## config.mk

```make
export PLATFORM = sky130hd
export DESIGN_NAME = dcache_port_arbiter_flat
export DESIGN_NICKNAME = d
export VERILOG_FILES = /design/src/rtl/dcache_port_arbiter_if.sv /design/src/rtl/dcache_port_arbiter.sv /design/src/flat_wrapper.sv
export SDC_FILE = /design/constraint.sdc
export NUM_CORES = 1
export LEC_CHECK = 0
export CORE_MARGIN = 8
export CORE_UTILIZATION = 37
export CTS_CLUSTER_DIAMETER = 60
export DETAILED_ROUTE_END_ITERATION = 12
export PLACE_DENSITY = 0.84
export SKIP_LAST_GASP = 1
export SLEW_MARGIN = 20
export SYNTH_ARGS = -nofsm -noshare
export SYNTH_HDL_FRONTEND = slang
export SYNTH_SLANG_ARGS = --single-unit
export TNS_END_PERCENT = 10
```

## constraint.sdc

```tcl
create_clock -name clk -period 5.5 [get_ports clk]
set_input_delay 1.1 -clock clk [delete_from_list [all_inputs] [get_ports clk]]
set_output_delay 1.1 -clock clk [all_outputs]
set_load 0.01 [all_outputs]
```

## src/rtl/dcache_port_arbiter_if.sv

```systemverilog
// Bundle of every signal between the dcache port arbiter, its two requesters and the dcache.
// The master modport is the arbiter's view; slave is the surrounding pipeline/cache view.
interface dcache_port_arbiter_if;
   logic        flush;
   logic        pipe_valid;
   logic        pipe_op;
   logic [3:0]  pipe_wstrb;
   logic [31:0] pipe_addr;
   logic [31:0] pipe_wdata;
   logic        pipe_atom;
   logic        pipe_grant;
   logic        pipe_done;
   logic [31:0] pipe_rdata;
   logic        cacop_valid;
   logic [1:0]  cacop_type;
   logic [31:0] cacop_vaddr;
   logic        cacop_grant;
   logic        cacop_done_o;
   logic        dc_rvalid;
   logic        dc_wvalid;
   logic        dc_op;
   logic [3:0]  dc_wstrb;
   logic [31:0] dc_addr;
   logic [31:0] dc_wdata;
   logic        dc_atom;
   logic        dc_rready;
   logic [31:0] dc_rdata;
   logic        dc_wready;
   logic        dc_cacop_en;
   logic [1:0]  dc_cacop_type;
   logic [31:0] dc_cacop_vaddr;
   logic        dc_cacop_ready;
   logic        dc_cacop_done;
   logic        err_timeout;
   logic        busy;

   modport master (
      input  flush, pipe_valid, pipe_op, pipe_wstrb, pipe_addr, pipe_wdata, pipe_atom,
      output pipe_grant, pipe_done, pipe_rdata,
      input  cacop_valid, cacop_type, cacop_vaddr,
      output cacop_grant, cacop_done_o,
      output dc_rvalid, dc_wvalid, dc_op, dc_wstrb, dc_addr, dc_wdata, dc_atom,
      input  dc_rready, dc_rdata, dc_wready,
      output dc_cacop_en, dc_cacop_type, dc_cacop_vaddr,
      input  dc_cacop_ready, dc_cacop_done,
      output err_timeout, busy
   );

   modport slave (
      output flush, pipe_valid, pipe_op, pipe_wstrb, pipe_addr, pipe_wdata, pipe_atom,
      input  pipe_grant, pipe_done, pipe_rdata,
      output cacop_valid, cacop_type, cacop_vaddr,
      input  cacop_grant, cacop_done_o,
      input  dc_rvalid, dc_wvalid, dc_op, dc_wstrb, dc_addr, dc_wdata, dc_atom,
      output dc_rready, dc_rdata, dc_wready,
      input  dc_cacop_en, dc_cacop_type, dc_cacop_vaddr,
      output dc_cacop_ready, dc_cacop_done,
      input  err_timeout, busy
   );
endinterface

```

## src/rtl/dcache_port_arbiter.sv

```systemverilog
// Shares the single dcache request port between the EX1 load/store path and CACOP-D,
// holding each granted request until the cache handshakes and reporting completion back.
module dcache_port_arbiter #(
   parameter int TIMEOUT = 1024,
   parameter int CW      = 11
) (
   input logic                  clk,
   input logic                  rst,
   dcache_port_arbiter_if.master bus
);

   typedef enum logic [1:0] {IDLE, MEM, CREQ, CWAIT} state_t;

   localparam logic [CW-1:0] TMO = CW'(TIMEOUT);

   state_t      state, state_nxt;
   logic        kill, last_pipe, err_q;
   logic        pipe_done_q, cacop_done_q;
   logic [31:0] pipe_rdata_q;
   logic        op_q, atom_q;
   logic [3:0]  wstrb_q;
   logic [31:0] addr_q, wdata_q, cvaddr_q;
   logic [1:0]  ctype_q;
   logic [CW-1:0] wdog;
   logic        idle, pipe_grant, cacop_grant, mem_hs, cacop_fin;

   always_ff @(posedge clk or posedge rst) begin
      if (rst) state <= IDLE;
      else     state <= state_nxt;
   end

   // On a tie last_pipe hands the port to whichever side did not win last time.
   always_comb begin
      state_nxt   = state;
      idle        = (state == IDLE);
      pipe_grant  = idle & bus.pipe_valid & ~bus.flush & (~bus.cacop_valid | ~last_pipe);
      cacop_grant = idle & bus.cacop_valid & ~pipe_grant;
      mem_hs      = (state == MEM) & ((~op_q & bus.dc_rready) | (op_q & bus.dc_wready));
      cacop_fin   = ((state == CREQ) & bus.dc_cacop_ready & bus.dc_cacop_done) |
                    ((state == CWAIT) & bus.dc_cacop_done);
      case (state)
         IDLE: begin
            if (pipe_grant)       state_nxt = MEM;
            else if (cacop_grant) state_nxt = CREQ;
         end
         MEM:   if (mem_hs) state_nxt = IDLE;
         CREQ: begin
            if (bus.dc_cacop_ready) state_nxt = bus.dc_cacop_done ? IDLE : CWAIT;
         end
         CWAIT: if (bus.dc_cacop_done) state_nxt = IDLE;
         default: state_nxt = IDLE;
      endcase
   end

   // A flushed access still completes at the cache; kill only hides its completion pulse.
   always_ff @(posedge clk or posedge rst) begin
      if (rst) begin
         kill         <= 1'b0;
         last_pipe    <= 1'b1;
         err_q        <= 1'b0;
         pipe_done_q  <= 1'b0;
         cacop_done_q <= 1'b0;
         pipe_rdata_q <= '0;
         op_q         <= 1'b0;
         atom_q       <= 1'b0;
         wstrb_q      <= '0;
         addr_q       <= '0;
         wdata_q      <= '0;
         cvaddr_q     <= '0;
         ctype_q      <= '0;
         wdog         <= '0;
      end else begin
         pipe_done_q  <= 1'b0;
         cacop_done_q <= cacop_fin;
         if (pipe_grant) begin
            op_q      <= bus.pipe_op;
            wstrb_q   <= bus.pipe_op ? bus.pipe_wstrb : 4'b0000;
            addr_q    <= bus.pipe_addr;
            wdata_q   <= bus.pipe_wdata;
            atom_q    <= bus.pipe_atom;
            last_pipe <= 1'b1;
            kill      <= 1'b0;
         end
         if (cacop_grant) begin
            ctype_q   <= bus.cacop_type;
            cvaddr_q  <= bus.cacop_vaddr;
            last_pipe <= 1'b0;
         end
         if (mem_hs) begin
            pipe_done_q  <= ~kill & ~bus.flush;
            pipe_rdata_q <= op_q ? 32'h0 : bus.dc_rdata;
            kill         <= 1'b0;
         end else if ((state == MEM) && bus.flush) begin
            kill <= 1'b1;
         end
         if (pipe_grant || cacop_grant) begin
            wdog <= '0;
         end else if (!idle && (wdog != TMO)) begin
            wdog <= wdog + CW'(1);
            if (wdog == TMO - CW'(1)) err_q <= 1'b1;
         end
      end
   end

   assign bus.pipe_grant     = pipe_grant;
   assign bus.cacop_grant    = cacop_grant;
   assign bus.pipe_done      = pipe_done_q;
   assign bus.pipe_rdata     = pipe_rdata_q;
   assign bus.cacop_done_o   = cacop_done_q;
   assign bus.dc_rvalid      = (state == MEM) & ~op_q;
   assign bus.dc_wvalid      = (state == MEM) & op_q;
   assign bus.dc_op          = op_q;
   assign bus.dc_wstrb       = wstrb_q;
   assign bus.dc_addr        = addr_q;
   assign bus.dc_wdata       = wdata_q;
   assign bus.dc_atom        = atom_q;
   assign bus.dc_cacop_en    = (state == CREQ);
   assign bus.dc_cacop_type  = ctype_q;
   assign bus.dc_cacop_vaddr = cvaddr_q;
   assign bus.err_timeout    = err_q;
   assign bus.busy           = ~idle;

endmodule
```

## src/flat_wrapper.sv

```systemverilog
// flat-port wrapper written by rule: the top's interface ports become plain ports
module dcache_port_arbiter_flat 
#(
   parameter int TIMEOUT = 1024,
   parameter int CW      = 11
)
  (clk, rst, bus_flush, bus_pipe_valid, bus_pipe_op, bus_pipe_wstrb, bus_pipe_addr, bus_pipe_wdata, bus_pipe_atom, bus_pipe_grant, bus_pipe_done, bus_pipe_rdata, bus_cacop_valid, bus_cacop_type, bus_cacop_vaddr, bus_cacop_grant, bus_cacop_done_o, bus_dc_rvalid, bus_dc_wvalid, bus_dc_op, bus_dc_wstrb, bus_dc_addr, bus_dc_wdata, bus_dc_atom, bus_dc_rready, bus_dc_rdata, bus_dc_wready, bus_dc_cacop_en, bus_dc_cacop_type, bus_dc_cacop_vaddr, bus_dc_cacop_ready, bus_dc_cacop_done, bus_err_timeout, bus_busy);
  dcache_port_arbiter_if bus_i ();
  input logic clk;
  input logic rst;
  input wire logic [$bits(bus_i.flush)-1:0] bus_flush;
  input wire logic [$bits(bus_i.pipe_valid)-1:0] bus_pipe_valid;
  input wire logic [$bits(bus_i.pipe_op)-1:0] bus_pipe_op;
  input wire logic [$bits(bus_i.pipe_wstrb)-1:0] bus_pipe_wstrb;
  input wire logic [$bits(bus_i.pipe_addr)-1:0] bus_pipe_addr;
  input wire logic [$bits(bus_i.pipe_wdata)-1:0] bus_pipe_wdata;
  input wire logic [$bits(bus_i.pipe_atom)-1:0] bus_pipe_atom;
  output wire logic [$bits(bus_i.pipe_grant)-1:0] bus_pipe_grant;
  output wire logic [$bits(bus_i.pipe_done)-1:0] bus_pipe_done;
  output wire logic [$bits(bus_i.pipe_rdata)-1:0] bus_pipe_rdata;
  input wire logic [$bits(bus_i.cacop_valid)-1:0] bus_cacop_valid;
  input wire logic [$bits(bus_i.cacop_type)-1:0] bus_cacop_type;
  input wire logic [$bits(bus_i.cacop_vaddr)-1:0] bus_cacop_vaddr;
  output wire logic [$bits(bus_i.cacop_grant)-1:0] bus_cacop_grant;
  output wire logic [$bits(bus_i.cacop_done_o)-1:0] bus_cacop_done_o;
  output wire logic [$bits(bus_i.dc_rvalid)-1:0] bus_dc_rvalid;
  output wire logic [$bits(bus_i.dc_wvalid)-1:0] bus_dc_wvalid;
  output wire logic [$bits(bus_i.dc_op)-1:0] bus_dc_op;
  output wire logic [$bits(bus_i.dc_wstrb)-1:0] bus_dc_wstrb;
  output wire logic [$bits(bus_i.dc_addr)-1:0] bus_dc_addr;
  output wire logic [$bits(bus_i.dc_wdata)-1:0] bus_dc_wdata;
  output wire logic [$bits(bus_i.dc_atom)-1:0] bus_dc_atom;
  input wire logic [$bits(bus_i.dc_rready)-1:0] bus_dc_rready;
  input wire logic [$bits(bus_i.dc_rdata)-1:0] bus_dc_rdata;
  input wire logic [$bits(bus_i.dc_wready)-1:0] bus_dc_wready;
  output wire logic [$bits(bus_i.dc_cacop_en)-1:0] bus_dc_cacop_en;
  output wire logic [$bits(bus_i.dc_cacop_type)-1:0] bus_dc_cacop_type;
  output wire logic [$bits(bus_i.dc_cacop_vaddr)-1:0] bus_dc_cacop_vaddr;
  input wire logic [$bits(bus_i.dc_cacop_ready)-1:0] bus_dc_cacop_ready;
  input wire logic [$bits(bus_i.dc_cacop_done)-1:0] bus_dc_cacop_done;
  output wire logic [$bits(bus_i.err_timeout)-1:0] bus_err_timeout;
  output wire logic [$bits(bus_i.busy)-1:0] bus_busy;
  assign bus_i.flush = bus_flush;
  assign bus_i.pipe_valid = bus_pipe_valid;
  assign bus_i.pipe_op = bus_pipe_op;
  assign bus_i.pipe_wstrb = bus_pipe_wstrb;
  assign bus_i.pipe_addr = bus_pipe_addr;
  assign bus_i.pipe_wdata = bus_pipe_wdata;
  assign bus_i.pipe_atom = bus_pipe_atom;
  assign bus_pipe_grant = bus_i.pipe_grant;
  assign bus_pipe_done = bus_i.pipe_done;
  assign bus_pipe_rdata = bus_i.pipe_rdata;
  assign bus_i.cacop_valid = bus_cacop_valid;
  assign bus_i.cacop_type = bus_cacop_type;
  assign bus_i.cacop_vaddr = bus_cacop_vaddr;
  assign bus_cacop_grant = bus_i.cacop_grant;
  assign bus_cacop_done_o = bus_i.cacop_done_o;
  assign bus_dc_rvalid = bus_i.dc_rvalid;
  assign bus_dc_wvalid = bus_i.dc_wvalid;
  assign bus_dc_op = bus_i.dc_op;
  assign bus_dc_wstrb = bus_i.dc_wstrb;
  assign bus_dc_addr = bus_i.dc_addr;
  assign bus_dc_wdata = bus_i.dc_wdata;
  assign bus_dc_atom = bus_i.dc_atom;
  assign bus_i.dc_rready = bus_dc_rready;
  assign bus_i.dc_rdata = bus_dc_rdata;
  assign bus_i.dc_wready = bus_dc_wready;
  assign bus_dc_cacop_en = bus_i.dc_cacop_en;
  assign bus_dc_cacop_type = bus_i.dc_cacop_type;
  assign bus_dc_cacop_vaddr = bus_i.dc_cacop_vaddr;
  assign bus_i.dc_cacop_ready = bus_dc_cacop_ready;
  assign bus_i.dc_cacop_done = bus_dc_cacop_done;
  assign bus_err_timeout = bus_i.err_timeout;
  assign bus_busy = bus_i.busy;
  dcache_port_arbiter #(.TIMEOUT(TIMEOUT), .CW(CW)) u_core (.clk(clk), .rst(rst), .bus(bus_i));
endmodule
```

==> key figures, run 1 <==
Outcome
  • Outcome: completed

Setup path
  • Critical path's slowest cell: clkdlybuf4s50_1
  • CP Capture Type: output port
  • CP Max Fanout: 4
  • CP Cell Sequence: clkdlybuf4s50_1, nor2b_1, nor2_1, nor4_4, clkdlybuf4s50_1
  • WP data required: ~4.4 ns
  • Most frequent CP cell: clkdlybuf4s50_1
  • Slowest stage delay, CP: roughly 0.60 ns
  • Worst r2r src: u_core.state[1]$_DFFE_PP0P_
  • Worst R2R Path Depth: 4
  • Worst reg2reg setup slack: between 3 and 4 ns
  • Worst r2r dst: u_core.bus.dc_wdata[29]$_DFFE_PP0P_
  • CP Depth: 5
  • Buf/Inv on CP: 2
  • Worst setup SP type: input port
  • CP Data Arrival Time: roughly 2.9 ns
  • Family with the most delay on the worst path: buffers and inverters
  • Setup CP Type: in -> out

Timing
  • TNS Setup: 0 ns
  • RSZ-0062 raised after global routing: no
  • Fin crit period: 3.96 ns
  • Final WS setup: 1.54 ns
  • Fmax achieved: roughly 250 MHz
  • Setup violators final: 0
  • Final period utilization: 0.721
  • Worst-Margin Slew: around 0.94 ns
  • Max-slew headroom: 0.374
  • Max Slew Vio Count: 0
  • Setup Skew: 0.0105 ns
  • Final Hold Fails: 0

Placed design
  • Setup WS pre-CTS: ~1.5 ns
  • Port Buffers: around 290
  • Dpl hpwl: ~14000 µm
  • RD Place Congestion: about 0.91
  • Area post-placement: 9030 µm²

Final layout
  • Area grow syn2layout: 62.5%
  • Most frequent cells in the layout: 289 x clkdlybuf4s50_1, 153 x dfrtp_1, 98 x mux2_2, 32 x a22o_1, 19 x nand2_1
  • Layout cells sized above 1: 0.195
  • Commonest non-fill, non-tap cell in the layout: clkdlybuf4s50_1
  • Finished Cell Area: 9680 µm²
  • Final core occ: 0.612
  • Diode count: 0
  • Fill count: 1192
  • Layout Nets: approximately 850

Drt
  • DR pass1 iterations: 4
  • Routed length per placed instance: around 19 µm
  • Post-DRT Antenna Nets: 0
  • DRC: 0
  • Final wirelength: roughly 18000 µm
  • Via count: between 4000 and 5000
  • Vias/cell: approximately 4.8
  • DRT iter0 DRCs: roughly 150

Floorplanning
  • Initial Utilization: 0.377
  • Chip width: between 100 and 150 µm
  • Full die area: about 20000 µm²
  • Top Ports: 290
  • Die H: around 140 µm
  • Num rows: 46
  • Core ar.: about 16000 µm²

Clock tree
  • Num Clock Sinks: between 150 and 200
  • CTS root buffer: clkbuf_16
  • Hold buffers post-CTS: 0
  • Skew-Pair Late Insertion Delay: 0.42 ns
  • Reg clk slew, reported paths: around 0.060 ns
  • H-tree levels: 4
  • Cts repair resizes: 0
  • Setup Fix Bufs, Post-CTS: 0
  • Num CTS Buffers: 17
  • CTS tree: yes
  • Deepest clock path buffer count: 2

GRT
  • Vias in the first global route: ~5100
  • First-pass GRT wire length: 27700 µm
  • Initial antenna violation count: 0
  • Overall Global Routing Usage: 0.176
  • Largest net degree at the start of global routing: 113
  • GR Overflow Total: 0

Power
  • Register share of total power: 0.357
  • Leak: 4.10 nW
  • P_int: roughly 0.0038 W
  • Peak supply drop: approximately 0.00032 V
  • Sw Pwr: 0.00167 W
  • Combinational power share: 0.411
  • Power Density: approximately 570 nW/µm²
  • Clk network pwr share: 0.232
  • Sw Ratio: 0.302

Yosys
  • Mapped Area: slightly below 6000 µm²
  • Cells after synthesis: 408
  • Synthesized flop and latch total: 154
  • Syn_nets: ~560
  • Distinct cells, synth: 36
  • Post-synthesis sequential area ratio: 0.647
  • Mean Syn Cell Area: between 10 and 15 µm²
  • Synth warn: 0

Worst hold path
  • Hold Crit Start: u_core.kill$_DFFE_PP0P_
  • Hold path depth: 1
  • Tightest Hold Check Type: reg -> reg
  • Hold EP: u_core.bus.pipe_done$_DFF_PP0_

Job
  • Maxcap violations: 0
stage by stage:
step	hold WS [ns]	power, W	instances
after floorplan	0.418	0.00292	408
after global placement	0.448	0.00417	896
after detailed placement	0.451	0.00428	896
after CTS	0.467	0.00558	928
after global routing	0.483	0.00580	928
final	0.465	0.00551	928
worst reg2reg max path: stages (launching register included):
cell	delay [ns]
dfrtp_1	0.62
nor2_1	0.21
nand3_4	0.10
buf_4	0.68
mux2_2	0.50
worst max path at each step:
stage                    from                           endpoint  slack, ns
3_3_place_gp   bus_pipe_valid                    bus_cacop_grant       1.51
3_5_place_dp   bus_pipe_valid                    bus_cacop_grant       1.51
5_1_grt             bus_flush                    bus_cacop_grant       1.41
6_report            bus_flush                    bus_cacop_grant       1.54
2_1_floorplan             rst  u_core.bus.cacop_done_o$_DFF_PP0_       0.25
4_1_cts        bus_pipe_valid                    bus_cacop_grant       1.52
cell usage after synthesis:
| cell type | number | area [µm²] |
|---|---|---|
| nor4_1 | 2 | 12.5 |
| a211o_1 | 1 | 8.76 |
| nand2b_1 | 3 | 18.8 |
| o21a_1 | 1 | 7.51 |
| xnor2_1 | 5 | 43.8 |
| a21oi_1 | 1 | 5.00 |
| o211ai_1 | 2 | 15.0 |
| a32o_1 | 1 | 10.0 |
| inv_1 | 10 | 37.5 |
| clkbuf_1 | 7 | 26.3 |
| nand3_1 | 5 | 25.0 |
| or4_1 | 1 | 7.51 |
| o21bai_1 | 1 | 7.51 |
| a22o_1 | 32 | 280 |
| buf_6 | 6 | 67.6 |
| nor4_4 | 1 | 21.3 |
| nand2_1 | 19 | 71.3 |
| buf_2 | 4 | 20.0 |
| nor2b_1 | 3 | 18.8 |
| and4_1 | 1 | 8.76 |
| mux2_2 | 98 | 1100 |
| a21o_1 | 2 | 15.0 |
| a21boi_0 | 1 | 7.51 |
| dfstp_2 | 1 | 26.3 |
| nor2_1 | 17 | 63.8 |
| mux2_1 | 2 | 22.5 |
| dfrtp_1 | 153 | 3830 |
| xor2_1 | 2 | 17.5 |
| o21ai_0 | 9 | 45.0 |
| and2_4 | 1 | 8.76 |
| nand4_1 | 3 | 18.8 |
| o21ai_1 | 1 | 5.00 |
| buf_4 | 3 | 22.5 |
| nor3_1 | 6 | 30.0 |
| ha_1 | 2 | 25.0 |
| o22ai_1 | 1 | 6.26 |
layout make-up:
| type | instances | area (µm²) | area share |
|---|---|---|---|
| clock buffer | 18 | 429 | 0.0443 |
| clock inverter | 14 | 216 | 0.0224 |
| inverter | 10 | 45.0 | 0.00465 |
| multi-input combinational | 224 | 1950 | 0.202 |
| sequential | 154 | 3850 | 0.398 |
| tap | 216 | 270 | 0.0279 |
| timing repair buffer | 292 | 2920 | 0.301 |
metal layers:
metal	share of wire	global-route usage	vias to the layer above
li1	-	-	2030
met1	0.38	0.187	2202
met2	0.51	0.308	231
met3	0.094	0.0674	26
met4	0.020	0.0682	0
met5	0	0	-
power groups by stage:
stage          Combinational [W]  Clock (W)  Sequential [W]
6_report                 0.00227    0.00128         0.00197
5_1_grt                  0.00243    0.00134         0.00203
4_1_cts                  0.00231    0.00130         0.00197
3_5_place_dp             0.00230          0         0.00198
3_3_place_gp             0.00223          0         0.00194
2_1_floorplan           0.000774          0         0.00214
kinds of logic (layout without fill, tap and decap cells):
| kind of cell | count (synthesis) | in the layout | synth area share |
|---|---|---|---|
| adders and majority gates | 2 | 2 | 0.00420 |
| AOI/OAI and AO/OA | 53 | 53 | 0.0693 |
| and+or+nand+nor | 62 | 62 | 0.0512 |
| buffers and inverters | 30 | 334 | 0.0292 |
| muxes | 100 | 100 | 0.189 |
| xor gates and xnor gates | 7 | 7 | 0.0103 |
| DFF | 154 | 154 | 0.647 |
registers in the layout, summed over array words and instances, names as in the netlist, 2 cells and up:
register                   cells
u_core.bus.dc_addr            32
u_core.bus.dc_cacop_type       2
u_core.bus.dc_cacop_vaddr     32
u_core.bus.dc_wdata           32
u_core.bus.dc_wstrb            4
u_core.bus.pipe_rdata         32
u_core.state                   2
u_core.wdog                   11
No activity file was read; power rests on OpenSTA's default activity.
==> run 2: changes to the inputs <==
==> constraint.sdc (replaced) <==
create_clock -name clk -period 3.45 [get_ports clk]
set_input_delay 0.69 -clock clk [delete_from_list [all_inputs] [get_ports clk]]
set_output_delay 0.69 -clock clk [all_outputs]
set_load 0.01 [all_outputs]
==> run 2 against run 1 <==
Against the previous run:
- total power is 57% higher
- die area unchanged
- cell count increased by 0.11%
- sequential share of layout area grew 0.13 points
- cell area fell by 0.32%
- critical path depth unchanged
- clock power up 48%
- highest routed layer unchanged
- largest cell class unchanged
- global-route usage is 0.24 points lower
- clock skew down 0.0036 ns
- combinational power increased by 60%
- register-to-register slack lost 2.1 ns
==> key figures, run 2 (same netlist as run 1, synthesis figures left out) <==
Timing
  • Max-slew headroom: 0.395 (+0.0203)
  • Final period utilization: 0.929
  • Setup Skew: 0.00689 ns (-0.00358 ns)
  • Fin crit period: around 3.2 ns
  • Final Hold Fails: 0 (unchanged)
  • TNS Setup: 0 ns (unchanged)
  • Max Slew Vio Count: 0 (unchanged)
  • Final WS setup: 0.247 ns (-1.29 ns)
  • RSZ-0062 raised after global routing: no
  • Setup violators final: 0 (unchanged)
  • Worst-Margin Slew: 0.908 ns (-0.0304 ns)
  • Fmax achieved: roughly 310 MHz

Placed design
  • Dpl hpwl: 13500 µm (-0.18%)
  • RD Place Congestion: 0.849 (-6.3%)
  • Port Buffers: 289 (unchanged)
  • Setup WS pre-CTS: 0.247 ns (-1.27 ns)

Drt
  • Via count: 4447 (-0.94%)
  • DR pass1 iterations: 4 (unchanged)
  • Post-DRT Antenna Nets: 0 (unchanged)
  • DRC: 0 (unchanged)
  • Final wirelength: 17700 µm (-1.4%)
  • DRT iter0 DRCs: 194 (+32%)
  • Routed length per placed instance: 19.0 µm (-1.5%)
  • Vias/cell: 4.79 (-1.0%)

GRT
  • Largest net degree at the start of global routing: 155 (+37%)
  • GR Overflow Total: 0 (unchanged)
  • Overall Global Routing Usage: 0.174 (-0.00241)
  • First-pass GRT wire length: 27400 µm (-1.0%)
  • Initial antenna violation count: 0 (unchanged)
  • Vias in the first global route: 5033 (-0.75%)

Clock tree
  • Deepest clock path buffer count: 2 (unchanged)
  • Reg clk slew, reported paths: 0.06 ns (about the same)
  • H-tree levels: 4 (unchanged)
  • Num Clock Sinks: 154 (unchanged)
  • CTS tree: yes
  • Cts repair resizes: 0 (unchanged)
  • Num CTS Buffers: 17 (unchanged)
  • Skew-Pair Late Insertion Delay: 0.42 ns (about the same)
  • Setup Fix Bufs, Post-CTS: 0 (unchanged)
  • Hold buffers post-CTS: 0 (unchanged)
  • CTS root buffer: clkbuf_16

Final layout
  • Commonest non-fill, non-tap cell in the layout: clkdlybuf4s50_1
  • Area grow syn2layout: 62.0%
  • Final core occ: 0.610 (-0.00198)
  • Diode count: 0 (unchanged)
  • Most frequent cells in the layout: 289 x clkdlybuf4s50_1, 153 x dfrtp_1, 98 x mux2_2, 32 x a22o_1, 19 x nand2_1
  • Layout cells sized above 1: 0.195 (-0.000274)
  • Fill count: 1184 (-0.67%)
  • Layout Nets: 848 (+0.24%)
  • Sequential cell area: 3850 µm² (unchanged)
  • Multi-input gate area: 1950 µm² (-0.32%)

Power
  • Peak supply drop: 0.000448 V (+41%)
  • Leak: 4.07 nW (-0.76%)
  • Power Density: 895 nW/µm² (+57%)

Outcome
  • Outcome: completed

Setup path
  • CP Max Fanout: 4 (unchanged)
  • Worst setup SP type: input port
  • Setup CP Type: in -> out
  • WP data required: 2.76 ns (-1.64 ns)
  • CP Data Arrival Time: 2.51 ns (-0.35 ns)
  • CP Capture Type: output port

Floorplanning
  • Top Ports: 290 (unchanged)
  • Core ar.: 15800 µm² (unchanged)
  • Chip width: 143 µm (unchanged)
  • Full die area: 20400 µm² (unchanged)
  • Initial Utilization: 0.377 (unchanged)
  • Num rows: 46 (unchanged)
  • Die H: 143 µm (unchanged)

Worst hold path
  • Tightest Hold Check Type: reg -> reg

Job
  • Maxcap violations: 0 (unchanged)
## run 2: final timing paths
kind,to,slack [ns],cells after the start,startpoint
max in group asynchronous,u_core.bus.dc_wdata[6]$_DFFE_PP0P_,1.94,3,rst
min in group asynchronous,u_core.bus.dc_cacop_vaddr[23]$_DFFE_PP0P_,0.90,3,rst
worst max register to register,u_core.bus.dc_addr[20]$_DFFE_PP0P_,1.20,4,u_core.state[1]$_DFFE_PP0P_
worst max-delay path,bus_cacop_grant,0.25,5,bus_flush
worst min register to register,u_core.bus.pipe_done$_DFF_PP0_,0.46,1,u_core.kill$_DFFE_PP0P_
worst min-delay path,u_core.bus.pipe_done$_DFF_PP0_,0.46,1,u_core.kill$_DFFE_PP0P_
## run 2: power by group
part | internal [W] | switching, W
registers | 0.00263 | 0.000485
clock network | 0.00114 | 0.000745
logic | 0.00222 | 0.00141
## run 2: per-layer routing
layer,GRT usage,share of wire
met1,0.178,0.36
met3,0.0765,0.10
met2,0.308,0.52
met4,0.0582,0.018
met5,0,0
## run 2: per-stage QoR
stage | area (µm²) | std cells | total power, W | hold WS, ns
4_1_cts | 9650 | 929 | 0.00876 | 0.463
2_1_floorplan | 5960 | 408 | 0.00465 | 0.418
3_3_place_gp | 9050 | 898 | 0.00667 | 0.448
3_5_place_dp | 9050 | 898 | 0.00683 | 0.444
6_report | 9650 | 929 | 0.00863 | 0.462
5_1_grt | 9650 | 929 | 0.00913 | 0.478
## run 2: cell type report
cell class | count | area share
multi-input combinational | 224 | 0.202
clock buffer | 18 | 0.0445
inverter | 10 | 0.00428
tap | 216 | 0.0280
clock inverter | 13 | 0.0174
sequential | 154 | 0.399
timing repair buffer | 294 | 0.305
## run 2: critical path, stage by stage
cell and delay [ns]:
clkdlybuf4s50_1 0.45, nor2b_1 0.34, nor2_1 0.20, nor4_4 0.23, clkdlybuf4s50_1 0.60
==> run 3: changes to the inputs <==
--- a/config.mk
+++ b/config.mk
@@ -7,7 +7,6 @@
 export LEC_CHECK = 0
 export CORE_MARGIN = 8
 export CORE_UTILIZATION = 37
-export CTS_CLUSTER_DIAMETER = 60
 export DETAILED_ROUTE_END_ITERATION = 12
 export PLACE_DENSITY = 0.84
 export SKIP_LAST_GASP = 1
==> results of run 3 <==
Final layout, timing and power as in run 2 (identical DEF).
